--- config.mk ---
export PLATFORM = sky130hd
export DESIGN_NAME = video_rx
export DESIGN_NICKNAME = d
export VERILOG_FILES = /design/src/rtl/video_pkg.sv /design/src/rtl/video_rx_geom.sv /design/src/rtl/video_rx.sv
export SDC_FILE = /design/constraint.sdc
export NUM_CORES = 1
export LEC_CHECK = 0
export CAP_MARGIN = 20
export CORE_MARGIN = 4
export CORE_UTILIZATION = 55
export CTS_CLUSTER_SIZE = 12
export DETAILED_ROUTE_END_ITERATION = 10
export MAX_ROUTING_LAYER = met4
export PLACE_DENSITY = 0.86
export REMOVE_ABC_BUFFERS = 1
export SYNTH_ARGS = -nofsm -noshare
export SYNTH_HDL_FRONTEND = slang
export SYNTH_SLANG_ARGS = --single-unit
--- constraint.sdc ---
create_clock -name pixel_clk -period 11.3 [get_ports pixel_clk]
set_clock_uncertainty 0.1 [all_clocks]
set_input_delay 2.26 -clock pixel_clk [delete_from_list [all_inputs] [get_ports pixel_clk]]
set_output_delay 2.26 -clock pixel_clk [all_outputs]
set_load 0.005 [all_outputs]
--- src/rtl/video_pkg.sv ---
// Shared video definitions: default geometry, pixel and stage types,
// and the timing constants also used by the VGA generator.
package video_pkg;

  localparam int HDISP_DEF = 800;
  localparam int VDISP_DEF = 480;

  localparam int HFP    = 40;
  localparam int HPULSE = 48;
  localparam int HBP    = 40;
  localparam int VFP    = 13;
  localparam int VPULSE = 3;
  localparam int VBP    = 29;

  typedef logic [23:0] rgb_t;

  typedef enum logic [1:0] {
    UNLOCKED = 2'd0,
    VSYNC    = 2'd1,
    FRAME    = 2'd2
  } rx_state_t;

  typedef struct packed {
    logic hs;
    logic vs;
    logic blank;
    rgb_t rgb;
  } vid_s1_t;

endpackage

--- src/rtl/video_rx_geom.sv ---
// x/y position counters for video_rx with saturation at HDISP/VDISP
// and the active-run / line-count geometry checks.
module video_rx_geom
  import video_pkg::*;
#(
  parameter int HDISP = HDISP_DEF,
  parameter int VDISP = VDISP_DEF,
  localparam int XCW = $clog2(HDISP + 1),
  localparam int YCW = $clog2(VDISP + 1)
) (
  input  logic           pixel_clk,
  input  logic           pixel_rst,
  input  logic           clear,
  input  logic           en,
  input  logic           active,
  input  logic           run_end,
  output logic [XCW-1:0] x,
  output logic [YCW-1:0] y,
  output logic           in_range,
  output logic           line_bad,
  output logic           count_bad,
  output logic           runs_bad
);

  localparam logic [XCW-1:0] XMAX = XCW'(HDISP);
  localparam logic [YCW-1:0] YMAX = YCW'(VDISP);

  // Overflow flags remember a run or frame that went past the saturated limit
  logic x_ovf;
  logic y_ovf;

  assign in_range  = (x < XMAX) && (y < YMAX);
  assign line_bad  = en && run_end && (x_ovf || (x != XMAX));
  assign count_bad = y_ovf || (y != YMAX);

  always_ff @(posedge pixel_clk or posedge pixel_rst) begin
    if (pixel_rst) begin
      x        <= '0;
      y        <= '0;
      x_ovf    <= 1'b0;
      y_ovf    <= 1'b0;
      runs_bad <= 1'b0;
    end else if (clear) begin
      x        <= '0;
      y        <= '0;
      x_ovf    <= 1'b0;
      y_ovf    <= 1'b0;
      runs_bad <= 1'b0;
    end else if (en) begin
      if (run_end) begin
        x     <= '0;
        x_ovf <= 1'b0;
        if (y == YMAX) y_ovf <= 1'b1;
        else           y     <= y + 1'b1;
        if (line_bad) runs_bad <= 1'b1;
      end else if (active) begin
        if (x == XMAX) x_ovf <= 1'b1;
        else           x     <= x + 1'b1;
      end
    end
  end

endmodule

--- src/rtl/video_rx.sv ---
// Video receiver: registers the generator bus, rebuilds pixel coordinates and
// checks geometry. Optional frame_sum output under VIDEO_RX_CHECKSUM_EN.
module video_rx
  import video_pkg::*;
#(
  parameter int HDISP = HDISP_DEF,
  parameter int VDISP = VDISP_DEF,
  localparam int XW  = $clog2(HDISP),
  localparam int YW  = $clog2(VDISP),
  localparam int XCW = $clog2(HDISP + 1),
  localparam int YCW = $clog2(VDISP + 1)
) (
  input  logic          pixel_clk,
  input  logic          pixel_rst,
  input  logic          vid_hs,
  input  logic          vid_vs,
  input  logic          vid_blank,
  input  logic [23:0]   vid_rgb,
  output logic          pix_valid,
  output logic [23:0]   pix_data,
  output logic [XW-1:0] pix_x,
  output logic [YW-1:0] pix_y,
  output logic          pix_sof,
  output logic          pix_eol,
  output logic          locked,
  output logic          err_line,
  output logic          err_frame,
  output logic [15:0]   frame_cnt
`ifdef VIDEO_RX_CHECKSUM_EN
  ,
  output logic [31:0]   frame_sum
`endif
);

  localparam logic [XCW-1:0] XLAST = XCW'(HDISP - 1);

  vid_s1_t   s1;
  logic      vs_d;
  logic      blank_d;
  rx_state_t state;
  logic      hs_unused;

  always_ff @(posedge pixel_clk or posedge pixel_rst) begin
    if (pixel_rst) begin
      s1      <= '0;
      vs_d    <= 1'b0;
      blank_d <= 1'b0;
    end else begin
      s1      <= '{hs: vid_hs, vs: vid_vs, blank: vid_blank, rgb: vid_rgb};
      vs_d    <= s1.vs;
      blank_d <= s1.blank;
    end
  end

  // Line boundaries come from blank alone; hs is carried but never checked
  assign hs_unused = s1.hs;

  logic vs_fall;
  logic run_end;
  logic in_frame;
  logic frame_end;

  assign vs_fall   = !s1.vs && vs_d;
  assign run_end   = blank_d && !s1.blank;
  assign in_frame  = (state == FRAME);
  assign frame_end = in_frame && vs_fall;

  logic [XCW-1:0] x;
  logic [YCW-1:0] y;
  logic           in_range;
  logic           line_bad;
  logic           count_bad;
  logic           runs_bad;

  video_rx_geom #(
    .HDISP (HDISP),
    .VDISP (VDISP)
  ) u_geom (
    .pixel_clk (pixel_clk),
    .pixel_rst (pixel_rst),
    .clear     ((state == VSYNC) && s1.vs),
    .en        (in_frame),
    .active    (s1.blank),
    .run_end   (run_end),
    .x         (x),
    .y         (y),
    .in_range  (in_range),
    .line_bad  (line_bad),
    .count_bad (count_bad),
    .runs_bad  (runs_bad)
  );

  always_ff @(posedge pixel_clk or posedge pixel_rst) begin
    if (pixel_rst) begin
      state <= UNLOCKED;
    end else begin
      unique case (1'b1)
        state == UNLOCKED: if (vs_fall) state <= VSYNC;
        state == VSYNC:    if (s1.vs)   state <= FRAME;
        state == FRAME:    if (vs_fall) state <= VSYNC;
        default:           state <= UNLOCKED;
      endcase
    end
  end

  logic pv;
  logic sof_n;
  logic err_l;
  logic err_f;
  logic good;
  logic good_run;

  assign pv    = in_frame && s1.blank && in_range;
  assign sof_n = pv && (x == '0) && (y == '0);
  assign err_l = line_bad || (frame_end && s1.blank);
  assign err_f = frame_end && (count_bad || s1.blank);
  assign good  = frame_end && !err_f && !err_l && !runs_bad;

  always_ff @(posedge pixel_clk or posedge pixel_rst) begin
    if (pixel_rst) begin
      pix_valid <= 1'b0;
      pix_data  <= '0;
      pix_x     <= '0;
      pix_y     <= '0;
      pix_sof   <= 1'b0;
      pix_eol   <= 1'b0;
      err_line  <= 1'b0;
      err_frame <= 1'b0;
      locked    <= 1'b0;
      good_run  <= 1'b0;
      frame_cnt <= '0;
    end else begin
      pix_valid <= pv;
      pix_sof   <= sof_n;
      pix_eol   <= pv && (x == XLAST);
      if (pv) begin
        pix_data <= s1.rgb;
        pix_x    <= x[XW-1:0];
        pix_y    <= y[YW-1:0];
      end
      err_line  <= err_l;
      err_frame <= err_f;
      if (err_l || err_f) begin
        locked   <= 1'b0;
        good_run <= 1'b0;
      end else if (good) begin
        if (good_run) locked <= 1'b1;
        good_run  <= 1'b1;
        frame_cnt <= frame_cnt + 16'd1;
      end else if (frame_end) begin
        good_run <= 1'b0;
      end
    end
  end

`ifdef VIDEO_RX_CHECKSUM_EN
  logic [31:0] sum_acc;

  always_ff @(posedge pixel_clk or posedge pixel_rst) begin
    if (pixel_rst) begin
      sum_acc   <= '0;
      frame_sum <= '0;
    end else begin
      if (pv) sum_acc <= (sof_n ? 32'd0 : sum_acc) + {8'h00, s1.rgb};
      if (good) frame_sum <= sum_acc;
    end
  end
`endif

endmodule
Yosys cells after proc, flatten, opt, wreduce, memory -nomap -nowiden
Index checks and enable logic that the tools add are counted.
{"block": "totals", "regBits": 118, "inputBits": 29, "elab_cells": 118, "output_inout_bits": 65}
{"block": "op_classes", "n_bitwise": 1, "n_eq_ne": 11, "reduce_logical": 48, "add_sub_neg": 3, "mux": 31, "magnitude_cmp": 2}
{"cell": "10-bit 2-to-1 mux", "count": 5}
{"cell": "9-bit 2-to-1 mux", "count": 4}
{"cell": "10-bit == test, second input constant", "count": 2}
{"cell": "1-bit 2-to-1 mux", "count": 19}
{"cell": "1-bit logical AND", "count": 17}
{"cell": "16-bit by 1-bit adder with 16-bit output, second input constant", "count": 1}
{"cell": "3-bit AND reduction", "count": 5}
{"cell": "2-bit nonzero test", "count": 6}
{"cell": "10-bit by 1-bit adder with 10-bit output, second input constant", "count": 1}
{"cell": "10-bit zero test", "count": 1}
{"cell": "10-bit < comparator, second input constant", "count": 1}
{"cell": "10-bit != test, second input constant", "count": 1}
{"cell": "9-bit by 1-bit adder with 9-bit output, second input constant", "count": 1}
{"cell": "9-bit == test, second input constant", "count": 1}
{"cell": "9-bit zero test", "count": 1}
{"cell": "9-bit < comparator, second input constant", "count": 1}
{"cell": "9-bit != test, second input constant", "count": 1}
{"cell": "3-bit nonzero test", "count": 3}
{"cell": "2-bit AND reduction", "count": 3}
{"cell": "1-bit zero test", "count": 5}
{"cell": "1-bit logical OR", "count": 5}
{"cell": "2-bit 2-to-1 mux", "count": 2}
{"cell": "2-bit by 1-bit != test with 1-bit output, second input constant", "count": 2}
{"cell": "2-bit case mux with 2 select lines", "count": 1}
{"cell": "7 further kinds", "count": 7}

Depth between registers and ports, before layout
Gate-level depths: netlist (run 1).
{"block": "logic_depth", "word_depth": 10, "mapped_depth": 7, "mapped_depth_nobuf": 7}

Modules after synthesis
From an unflattened synthesis (run 1), not the netlist that was laid out.
{"block": "hier_totals", "hier_cells": 344, "hier_area_um2": 4662.0}
{"module": "video_rx", "area_per_inst_um2": 3430.8, "n_inst": 1, "seq_area_each_um2": 2402.3, "cells_per_inst": 223}
{"module": "video_rx_geom", "area_per_inst_um2": 1231.2, "n_inst": 1, "seq_area_each_um2": 550.5, "cells_per_inst": 121}

Worst setup path before layout (run 1)
OpenSTA, ideal clock, no wires.
{"block": "synth_path", "path_kind": "register to output", "start": "reg frame_cnt[2]", "end": "out frame_cnt[2]", "stages_incl_launch_ff": 1, "arrival_time_ns": 0.415, "path_slack_ns": 8.525, "path_buffers": 0, "t_required_ns": 8.940, "path_cell_list": "dfrtp_1"}
{"element": "from (decl)", "line": "video_rx.sv:28", "rtl": "output logic [15:0] frame_cnt"}
{"element": "from (signal assigned)", "line": "video_rx.sv:149", "rtl": "frame_cnt <= frame_cnt + 16'd1;"}
No word-level cell between the ends.

Worst setup path after layout (run 1)
{"block": "layout_path", "start": "reg frame_cnt[2]", "end": "out frame_cnt[2]"}
No word-level cell between the ends.

==> flow_metrics.env, run 1 <==
export IMPL_cts_buffer_depth=2
export IMPL_worstPathArrival_ns=1.50
export IMPL_min_period_over_period_pct=34.15
export IMPL_routedWlPerCell_um=15.92
export IMPL_drtIter0Drc=146
export IMPL_worstPathCellList="clkdlybuf4s50_1"
export IMPL_cts_resized_gates=0
export IMPL_grt_total_usage_pct=20.78
export IMPL_maxCapViolCount=0
export IMPL_yosys_mux_area_fraction_pct=10.28
export IMPL_synth_top_family_by_area="simple AND/OR/NAND/NOR gates"
export IMPL_cts_tree="done"
export IMPL_r2r_start="u_geom.x[0]"
export IMPL_io_buffers=92
export IMPL_route_vias_total=3162
export IMPL_crit_type="reg -> out"
export IMPL_drc=0
export IMPL_r2r_slack_ns=8.72
export IMPL_crit_fanout=7
export IMPL_setup_worst_path_end="frame_cnt[2]"
export IMPL_ff2ff_path_depth=7
export IMPL_leakage_nw=2.823
export IMPL_async_reset_ff_share_pct=100.0
export IMPL_diodes=0
export IMPL_wl_mm=9.247
export IMPL_postRouteAntennaNets=0
export IMPL_synth_seq_area_share_pct=62.85
export IMPL_core_area_mm2=0.008258
export IMPL_use_met1_pct=25.80
export IMPL_synth_compound_area_share_pct=3.702
export IMPL_cts_inserted_buffers=17
export IMPL_num_rows=33
export IMPL_final_util_pct=76.00
export IMPL_final_cell_mix="118 x dfrtp_1, 92 x clkdlybuf4s50_1, 43 x nor2_1"
export IMPL_dr_pass1_iters=4
export IMPL_rsz0062_at_grt="no"
export IMPL_synth_xor_area_share_pct=5.033
export IMPL_clock_sinks=118
export IMPL_grt_pass1_vias=3392
export IMPL_start_util_pct=56.89
export IMPL_layout_nets=498
export IMPL_synth_simple_gate_area_share_pct=14.94
export IMPL_die_w_um=100.4
export IMPL_ys_warn_count=0
export IMPL_cellPowerDensity_mw_per_mm2=201.5
export IMPL_synth_area_mm2=0.004698
export IMPL_crit_buf_inv=1
export IMPL_ioPinCount=94
export IMPL_clk_pin_slew_ns=0.06
export IMPL_clk_latency_ns=0.51
export IMPL_cp_start_kind="register"
export IMPL_dp_cells=550
export IMPL_die_area_mm2=0.01009
export IMPL_worstPathRequired_ns=8.94
export IMPL_path_delay_family="buffers and inverters"
export IMPL_slew_headroom_pct=38.61
export IMPL_grt_max_degree=75
export IMPL_grt_ovfl_total=0
export IMPL_cts_setup_buffers=0
export IMPL_cp_startpoint="frame_cnt[2]"
export IMPL_ys_ff_latch=118
export IMPL_critPathSlowestCell="clkdlybuf4s50_1"
export IMPL_r2r_end="frame_cnt[1]"
export IMPL_worst_hold_path_type="reg -> reg"
export IMPL_grt_use_met3_pct=6.324
export IMPL_period_minus_slack_ns=3.859
export IMPL_outcome="finished, final reports clean"
export IMPL_n_fill_cell=520
export IMPL_cts_hold_buf=0
export IMPL_die_y_um=100.4
export IMPL_cp_depth=1
export IMPL_setup_tns_ns=0
export IMPL_setup_viol=0
export IMPL_gr_usage_met2_pct=32.21
export IMPL_final_max_slew_viol_count=0
export IMPL_final_cells=581
export IMPL_grt_busiest_layer="met2"
export IMPL_worst_pin_slew_ns=0.9208
export IMPL_synth_distinct_cells=41
export IMPL_grt_first_pass_wirelength_mm=16.01
export IMPL_areaGrowthSynthToFinish_pct=33.58
export IMPL_antenna_found_initial=0
export IMPL_critPathMaxStageDelay_ns=0.54
export IMPL_dp_final_hpwl_mm=6.158
export IMPL_mostFrequentLayoutCell="dfrtp_1"
export IMPL_synth_main_ff_cell="dfrtp_1"
export IMPL_cts_htree_levels=4
export IMPL_fmax_mhz=259.2
export IMPL_viasPerCell=5.442
export IMPL_worstSetupEndpointType="output port"
export IMPL_layout_drive_gt1_share_pct=18.49
export IMPL_gp_congestion=0.8600
export IMPL_cts_root_buf="clkbuf_8"
export IMPL_synthAdderAreaFrac_pct=1.332
export IMPL_synthesis_instances=359
export IMPL_finalHoldViolCount=0
export IMPL_synth_edff_count=0
export IMPL_syn_avg_cell_area_um2=13.09
export IMPL_irDropWorstVdd_uv=135.3
## cells in the mapped netlist, drive strengths merged (2+ instances only)
| cell | instances | share of area [%] |
|---|---|---|
| inv | 12 | 0.96 |
| o21ai | 12 | 1.3 |
| o31ai | 3 | 0.48 |
| nand2b | 3 | 0.40 |
| o22a | 2 | 0.37 |
| mux2 | 42 | 10 |
| nor2 | 44 | 3.6 |
| ha | 5 | 1.3 |
| buf | 5 | 0.67 |
| nand4 | 12 | 1.6 |
| nand2 | 16 | 1.3 |
| xor2 | 20 | 3.7 |
| and3 | 5 | 0.67 |
| nor4b | 2 | 0.37 |
| dfrtp | 118 | 63 |
| clkbuf | 3 | 0.24 |
| nor4 | 4 | 1.5 |
| xnor2 | 7 | 1.3 |
| nor2b | 2 | 0.27 |
| nor4bb | 2 | 0.43 |
| nand3 | 11 | 1.2 |
| a21oi | 4 | 0.43 |
| and2 | 3 | 0.40 |
| nor3 | 7 | 1.1 |
| and4 | 4 | 0.77 |
## worst min path at each step
stage	end	from	cells past startpoint	slack (ns)
2_1_floorplan	vs_d	s1[25]	0	0.33
3_3_place_gp	pix_data[15]	s1[15]	1	0.36
3_5_place_dp	vs_d	s1[25]	0	0.36
4_1_cts	pix_data[0]	s1[0]	1	0.38
5_1_grt	pix_data[6]	s1[6]	1	0.39
6_report	frame_cnt[15]	frame_cnt[15]	1	0.38
## layer usage
metal / up-vias / wire [um]
met5: - / 0
met4: 0 / 130
met3: 18 / 578
met2: 109 / 4656
met1: 1574 / 3881
li1: 1461 / -
## sequential cells by signal, indices dropped and copies added, names as in the netlist
name	cells
u_geom.y_ovf	1
u_geom.x	10
pix_sof	1
state	2
blank_d	1
u_geom.x_ovf	1
pix_y	9
pix_eol	1
pix_valid	1
locked	1
u_geom.y	9
err_line	1
pix_x	10
vs_d	1
pix_data	24
err_frame	1
good_run	1
u_geom.runs_bad	1
frame_cnt	16
s1	26
## cells by family (layout without fill, tap and decap cells)
| group | count (synthesis) | in the layout |
|---|---|---|
| simple gates | 122 | 122 |
| flops | 118 | 118 |
| mux | 43 | 43 |
| xor+xnor | 27 | 27 |
| compound gates | 24 | 24 |
| buf+inv | 20 | 137 |
| fa+ha+maj | 5 | 5 |
## through the flow
stage / setup slack [ns] / area (um2) / hold WS (ns) / power [mW]
floorplan: 5.811 / 4656 / 0.3268 / 0.6353
global placement: 7.180 / 5731 / 0.3555 / 0.7741
detailed placement: 7.124 / 5731 / 0.3638 / 0.7849
CTS: 7.414 / 6276 / 0.3788 / 1.280
global route: 7.372 / 6276 / 0.3858 / 1.328
finish: 7.441 / 6276 / 0.3773 / 1.265
## report_power, final
part,internal [mW],switching (mW)
Clock,0.292,0.194
Sequential,0.490,0.0422
Combinational,0.158,0.0883
## area by class of cell
type,instances,area [um2],share of cell area (%)
sequential,118,2953,47.05
tap,105,131.4,2.093
clock inverter,14,131.4,2.093
timing repair buffer,94,935.9,14.91
clock buffer,17,414.1,6.599
inverter,12,47.55,0.7576
multi-input combinational,221,1663,26.50
(Power assumes the default switching activity.)
==> run 2, diff against run 1 <==
--- a/config.mk
+++ b/config.mk
@@ -7,11 +7,11 @@
 export LEC_CHECK = 0
 export CAP_MARGIN = 20
 export CORE_MARGIN = 4
-export CORE_UTILIZATION = 55
+export CORE_UTILIZATION = 46
 export CTS_CLUSTER_SIZE = 12
 export DETAILED_ROUTE_END_ITERATION = 10
 export MAX_ROUTING_LAYER = met4
-export PLACE_DENSITY = 0.86
+export PLACE_DENSITY = 0.77
 export REMOVE_ABC_BUFFERS = 1
 export SYNTH_ARGS = -nofsm -noshare
 export SYNTH_HDL_FRONTEND = slang
==> constraint.sdc (replaced) <==
create_clock -name pixel_clk -period 3.36 [get_ports pixel_clk]
set_clock_uncertainty 0.1 [all_clocks]
set_input_delay 0.672 -clock pixel_clk [delete_from_list [all_inputs] [get_ports pixel_clk]]
set_output_delay 0.672 -clock pixel_clk [all_outputs]
set_load 0.005 [all_outputs]
==> flow_metrics.env, run 2 (synthesis results as in run 1) <==
export IMPL_postRouteAntennaNets=0
export IMPL_num_rows=36
export IMPL_dp_final_hpwl_mm=6.510
export IMPL_start_util_pct=47.63
export IMPL_clk_pin_slew_ns=0.06
export IMPL_cts_inserted_buffers=17
export IMPL_use_met1_pct=21.67
export IMPL_grt_first_pass_wirelength_mm=16.33
export IMPL_gp_congestion=0.8414
export IMPL_antenna_found_initial=0
export IMPL_leakage_nw=2.880
export IMPL_combinationalPowerShare_pct=18.3
export IMPL_cellPowerDensity_mw_per_mm2=707.1
export IMPL_rsz0062_at_grt="no"
export IMPL_core_area_mm2=0.009864
export IMPL_crit_path_frequent_cell="nand3_1"
export IMPL_hold_depth=1
export IMPL_cts_htree_levels=4
export IMPL_largest_reg_flops=26
export IMPL_layout_drive_gt1_share_pct=19.17
export IMPL_layout_nets=502
export IMPL_ff2ff_path_depth=7
export IMPL_multi_input_area_mm2=0.001663
export IMPL_cts_setup_buffers=0
export IMPL_worst_pin_slew_ns=0.8488
export IMPL_worst_hold_path_type="reg -> reg"
export IMPL_cts_buffer_depth=2
export IMPL_clk_latency_ns=0.50
export IMPL_switching_share_pct=23.93
export IMPL_die_y_um=109.1
export IMPL_worstPathRequired_ns=3.65
export IMPL_die_area_mm2=0.01189
export IMPL_maxCapViolCount=0
export IMPL_drc=0
export IMPL_cts_tree="done"
export IMPL_n_fill_cell=741
export IMPL_power_mw=4.559
export IMPL_cp_start_kind="register"
export IMPL_pwr_share_seq_pct=39.3
export IMPL_mostFrequentLayoutCell="dfrtp_1"
export IMPL_cts_hold_buf=0
export IMPL_finalHoldViolCount=0
export IMPL_crit_fanout=6
export IMPL_setup_viol=0
export IMPL_worstPathCellList="inv_1, ha_1, nor4b_1, nand3_1, o21ai_0, nand3_1, mux2_2"
export IMPL_grt_pass1_vias=3464
export IMPL_largest_register="s1"
export IMPL_die_w_um=109.1
export IMPL_placed_cell_area_mm2=0.005808
export IMPL_clkPwrFrac_pct=42.5
export IMPL_path_delay_family="simple AND/OR/NAND/NOR gates"
export IMPL_critPathMaxStageDelay_ns=0.66
export IMPL_grt_use_met3_pct=6.750
export IMPL_diodes=0
export IMPL_cp_depth=7
export IMPL_fin_hold_ws_ns=0.3668
export IMPL_outcome="finished, final reports clean"
export IMPL_grt_max_degree=56
export IMPL_wl_mm=9.711
export IMPL_final_max_slew_viol_count=0
export IMPL_fin_area_mm2=0.006447
export IMPL_p_int_mw=3.468
export IMPL_dr_pass1_iters=4
export IMPL_areaGrowthSynthToFinish_pct=37.23
export IMPL_period_minus_slack_ns=2.699
export IMPL_grt_total_usage_pct=18.06
export IMPL_io_buffers=92
export IMPL_grt_busiest_layer="met2"
export IMPL_irDropWorstVdd_uv=453.7
export IMPL_switchingPower_mw=1.091
export IMPL_clock_sinks=118
export IMPL_worstPathArrival_ns=2.99
export IMPL_min_period_over_period_pct=80.32
export IMPL_ioPinCount=94
export IMPL_slew_headroom_pct=43.20
export IMPL_crit_type="reg -> reg"
export IMPL_cts_root_buf="clkbuf_8"
export IMPL_fmax_mhz=370.5
export IMPL_viasPerCell=5.258
export IMPL_grt_ovfl_total=0
export IMPL_reg_largest_list="s1 (26), pix_data (24), frame_cnt (16)"
export IMPL_gr_usage_met2_pct=28.55
export IMPL_final_util_pct=65.36
export IMPL_crit_buf_inv=1
export IMPL_register_area_mm2=0.002953
export IMPL_critPathSlowestCell="nor4b_1"
export IMPL_worstSetupEndpointType="register"
export IMPL_cts_resized_gates=0
export IMPL_route_vias_total=3223
export IMPL_routedWlPerCell_um=15.84
export IMPL_final_cell_mix="118 x dfrtp_1, 92 x clkdlybuf4s50_1, 43 x nor2_1"
export IMPL_drtIter0Drc=162
==> run 2: changes by cell type in the layout (fill, tap and decap cells not counted) <==
cell / delta
buf_4: +3
buf_12: +1
clkinv_2: -3
clkinvlp_4: +2
clkinv_4: -4
bufinv_16: +4
inv_6: +1
==> run 2: cell type report <==
cell class                 instances  area share [%]
timing repair buffer              98           15.18
clock inverter                    14           3.493
sequential                       118           45.80
clock buffer                      17           6.423
multi-input combinational        221           25.79
tap                              133           2.581
inverter                          12          0.7374
==> run 2: per-stage QoR <==
stage | setup TNS [ns] | worst slack [ns] | instances
2_1_floorplan | -63.85 | -0.5411 | 351
3_3_place_gp | 0 | 0.8868 | 582
3_5_place_dp | 0 | 0.7254 | 582
4_1_cts | 0 | 0.6922 | 613
5_1_grt | 0 | 0.4539 | 613
6_report | 0 | 0.6611 | 613
==> run 2: power by group through the flow <==
stage / Sequential [mW] / Clock (mW) / Combinational, mW
after floorplan: 1.80 / 0 / 0.334
after global placement: 1.80 / 0 / 0.822
after detailed placement: 1.81 / 0 / 0.837
after CTS: 1.79 / 1.97 / 0.850
after global routing: 1.83 / 2.05 / 0.916
final: 1.79 / 1.94 / 0.832
==> run 2: final timing paths <==
path,from,endpoint,slack (ns)
worst max-delay path,u_geom.x[0],frame_cnt[1],0.66
max in group asynchronous,pixel_rst,pix_y[8],1.91
worst min-delay path,frame_cnt[15],frame_cnt[15],0.37
min in group asynchronous,pixel_rst,s1[21],0.55
worst min register to register,frame_cnt[15],frame_cnt[15],0.37
worst max register to register,u_geom.x[0],frame_cnt[1],0.66
==> run 2: per-layer routing <==
metal / part of all wire [%] / vias to the layer above
met1: 42 / 1616
li1: - / 1468
met4: 1.1 / 0
met3: 8.1 / 14
met5: 0 / -
met2: 49 / 125
==> run 3, diff against run 2 <==
==> constraint.sdc (replaced) <==
create_clock -name pixel_clk -period 2.4 [get_ports pixel_clk]
set_clock_uncertainty 0.1 [all_clocks]
set_input_delay 0.48 -clock pixel_clk [delete_from_list [all_inputs] [get_ports pixel_clk]]
set_output_delay 0.48 -clock pixel_clk [all_outputs]
set_load 0.005 [all_outputs]
==> flow_metrics.env, run 3 (synthesis results as in run 1) <==
export IMPL_core_area_mm2=0.009864
export IMPL_die_area_mm2=0.01189
export IMPL_clk_latency_ns=0.50
export IMPL_ff2ff_path_depth=7
export IMPL_fin_area_mm2=0.006523
export IMPL_irDropWorstVdd_uv=727.0
export IMPL_worstSetupEndpointType="register"
export IMPL_grt_pass1_vias=3416
export IMPL_grt_ovfl_total=0
export IMPL_gp_congestion=0.8202
export IMPL_leakage_nw=2.930
export IMPL_critPathSlowestCell="or4b_4"
export IMPL_cts_tree="done"
export IMPL_largest_register="s1"
export IMPL_cts_htree_levels=4
export IMPL_crit_buf_inv=1
export IMPL_cp_start_kind="register"
export IMPL_worstPathRequired_ns=2.73
export IMPL_dr_pass1_iters=4
export IMPL_use_met1_pct=22.65
export IMPL_final_cell_mix="118 x dfrtp_1, 92 x clkdlybuf4s50_1, 43 x nor2_1"
export IMPL_r2r_end="frame_cnt[13]"
export IMPL_cts_inserted_buffers=17
export IMPL_antenna_found_initial=0
export IMPL_mostFrequentLayoutCell="dfrtp_1"
export IMPL_critPathMaxStageDelay_ns=0.51
export IMPL_clock_sinks=118
export IMPL_cts_hold_buf=0
export IMPL_routedWlPerCell_um=15.60
export IMPL_worst_hold_path_type="in -> async"
export IMPL_cts_root_buf="clkbuf_8"
export IMPL_gr_usage_met2_pct=28.73
export IMPL_path_delay_family="simple AND/OR/NAND/NOR gates"
export IMPL_reg_largest_list="s1 (26), pix_data (24), frame_cnt (16)"
export IMPL_finalHoldViolCount=0
export IMPL_outcome="finished, final reports clean"
export IMPL_grt_max_degree=53
export IMPL_cts_buffer_depth=2
export IMPL_layout_nets=510
export IMPL_ioPinCount=94
export IMPL_num_rows=36
export IMPL_crit_type="reg -> reg"
export IMPL_grt_first_pass_wirelength_mm=16.26
export IMPL_dp_final_hpwl_mm=6.544
export IMPL_grt_total_usage_pct=18.16
export IMPL_slew_headroom_pct=45.24
export IMPL_worstPathArrival_ns=2.55
export IMPL_drc=0
export IMPL_worstPathCellList="inv_1, ha_1, or4b_4, nor4_4, o2111ai_4, nor3_2, xor2_1"
export IMPL_route_vias_total=3175
export IMPL_min_period_over_period_pct=92.51
export IMPL_diodes=0
export IMPL_fmax_mhz=450.4
export IMPL_grt_busiest_layer="met2"
export IMPL_period_minus_slack_ns=2.220
export IMPL_drtIter0Drc=155
export IMPL_die_y_um=109.1
export IMPL_placed_cell_area_mm2=0.005873
export IMPL_r2r_slack_ns=0.18
export IMPL_final_max_slew_viol_count=0
export IMPL_crit_fanout=7
export IMPL_worst_pin_slew_ns=0.8184
export IMPL_start_util_pct=47.63
export IMPL_layout_drive_gt1_share_pct=20.65
export IMPL_maxCapViolCount=0
export IMPL_clk_pin_slew_ns=0.06
export IMPL_viasPerCell=5.105
export IMPL_areaGrowthSynthToFinish_pct=38.83
export IMPL_die_w_um=109.1
export IMPL_grt_use_met3_pct=6.394
export IMPL_cellPowerDensity_mw_per_mm2=981.6
export IMPL_wl_mm=9.704
export IMPL_fin_hold_ws_ns=0.2102
export IMPL_r2r_start="u_geom.y[0]"
export IMPL_io_buffers=92
export IMPL_setup_viol=0
export IMPL_largest_reg_flops=26
export IMPL_postRouteAntennaNets=0
-- run 3: area by class of cell --
class | instances | area (um2)
Clock buffer | 17 | 414.1
Timing Repair Buffer | 106 | 1051
Inverter | 12 | 47.55
Tap cell | 133 | 166.4
Multi-Input combinational cell | 221 | 1663
Clock inverter | 15 | 227.7
Sequential cell | 118 | 2953
Fill cell | 699 | 3342
-- run 3: routing by layer --
| metal | share of wire [%] | vias to the layer above |
|---|---|---|
| met5 | 0 | - |
| met4 | 0.43 | 0 |
| met3 | 6.5 | 6 |
| met2 | 50 | 97 |
| met1 | 43 | 1584 |
| li1 | - | 1488 |
-- run 3: how the worst max path moves through the flow --
| stage | end | start | cells after the start |
|---|---|---|---|
| after floorplan | blank_d | pixel_rst | 1 |
| after global placement | frame_cnt[13] | u_geom.y[0] | 7 |
| after detailed placement | frame_cnt[12] | u_geom.y[0] | 7 |
| after CTS | frame_cnt[13] | u_geom.y[0] | 7 |
| after global routing | frame_cnt[7] | u_geom.y[0] | 7 |
| final | frame_cnt[13] | u_geom.y[0] | 7 |
-- run 3: repair_timing --
| item | in CTS | in global routing |
|---|---|---|
| buffers inserted | 0 | 1 |
| endpoints found under the setup margin | 0 | 8 |
| gates resized for setup | 0 | 1 |
-- run 3: worst register-to-register path: stages (launching register included) --
cell	delay, ns
dfrtp_1	0.40
inv_1	0.10
ha_1	0.16
or4b_4	0.51
nor4_4	0.23
o2111ai_4	0.26
nor3_2	0.23
xor2_1	0.15
-- run 3: power breakdown --
part	internal (mW)	switching [mW]	total [mW]	leakage, nW
Sequential	2.31	0.194	2.50	1.52
Combinational	0.777	0.420	1.20	1.10
Clock	1.80	0.906	2.70	0.309
Total	4.88	1.52	6.40	2.93
-- run 3: metrics by stage --
stage          TNS (ns)  setup slack [ns]  power (mW)  util [%]  cells
4_1_cts               0            0.1007       6.472     66.05    621
2_1_floorplan   -165.72            -1.309       2.991         -    351
5_1_grt        -0.01941          -0.01419       6.730     66.12    622
3_5_place_dp          0            0.1189       3.734     59.54    589
3_3_place_gp          0            0.1715       3.701     59.54    589
6_report              0            0.1799       6.403     66.12    622
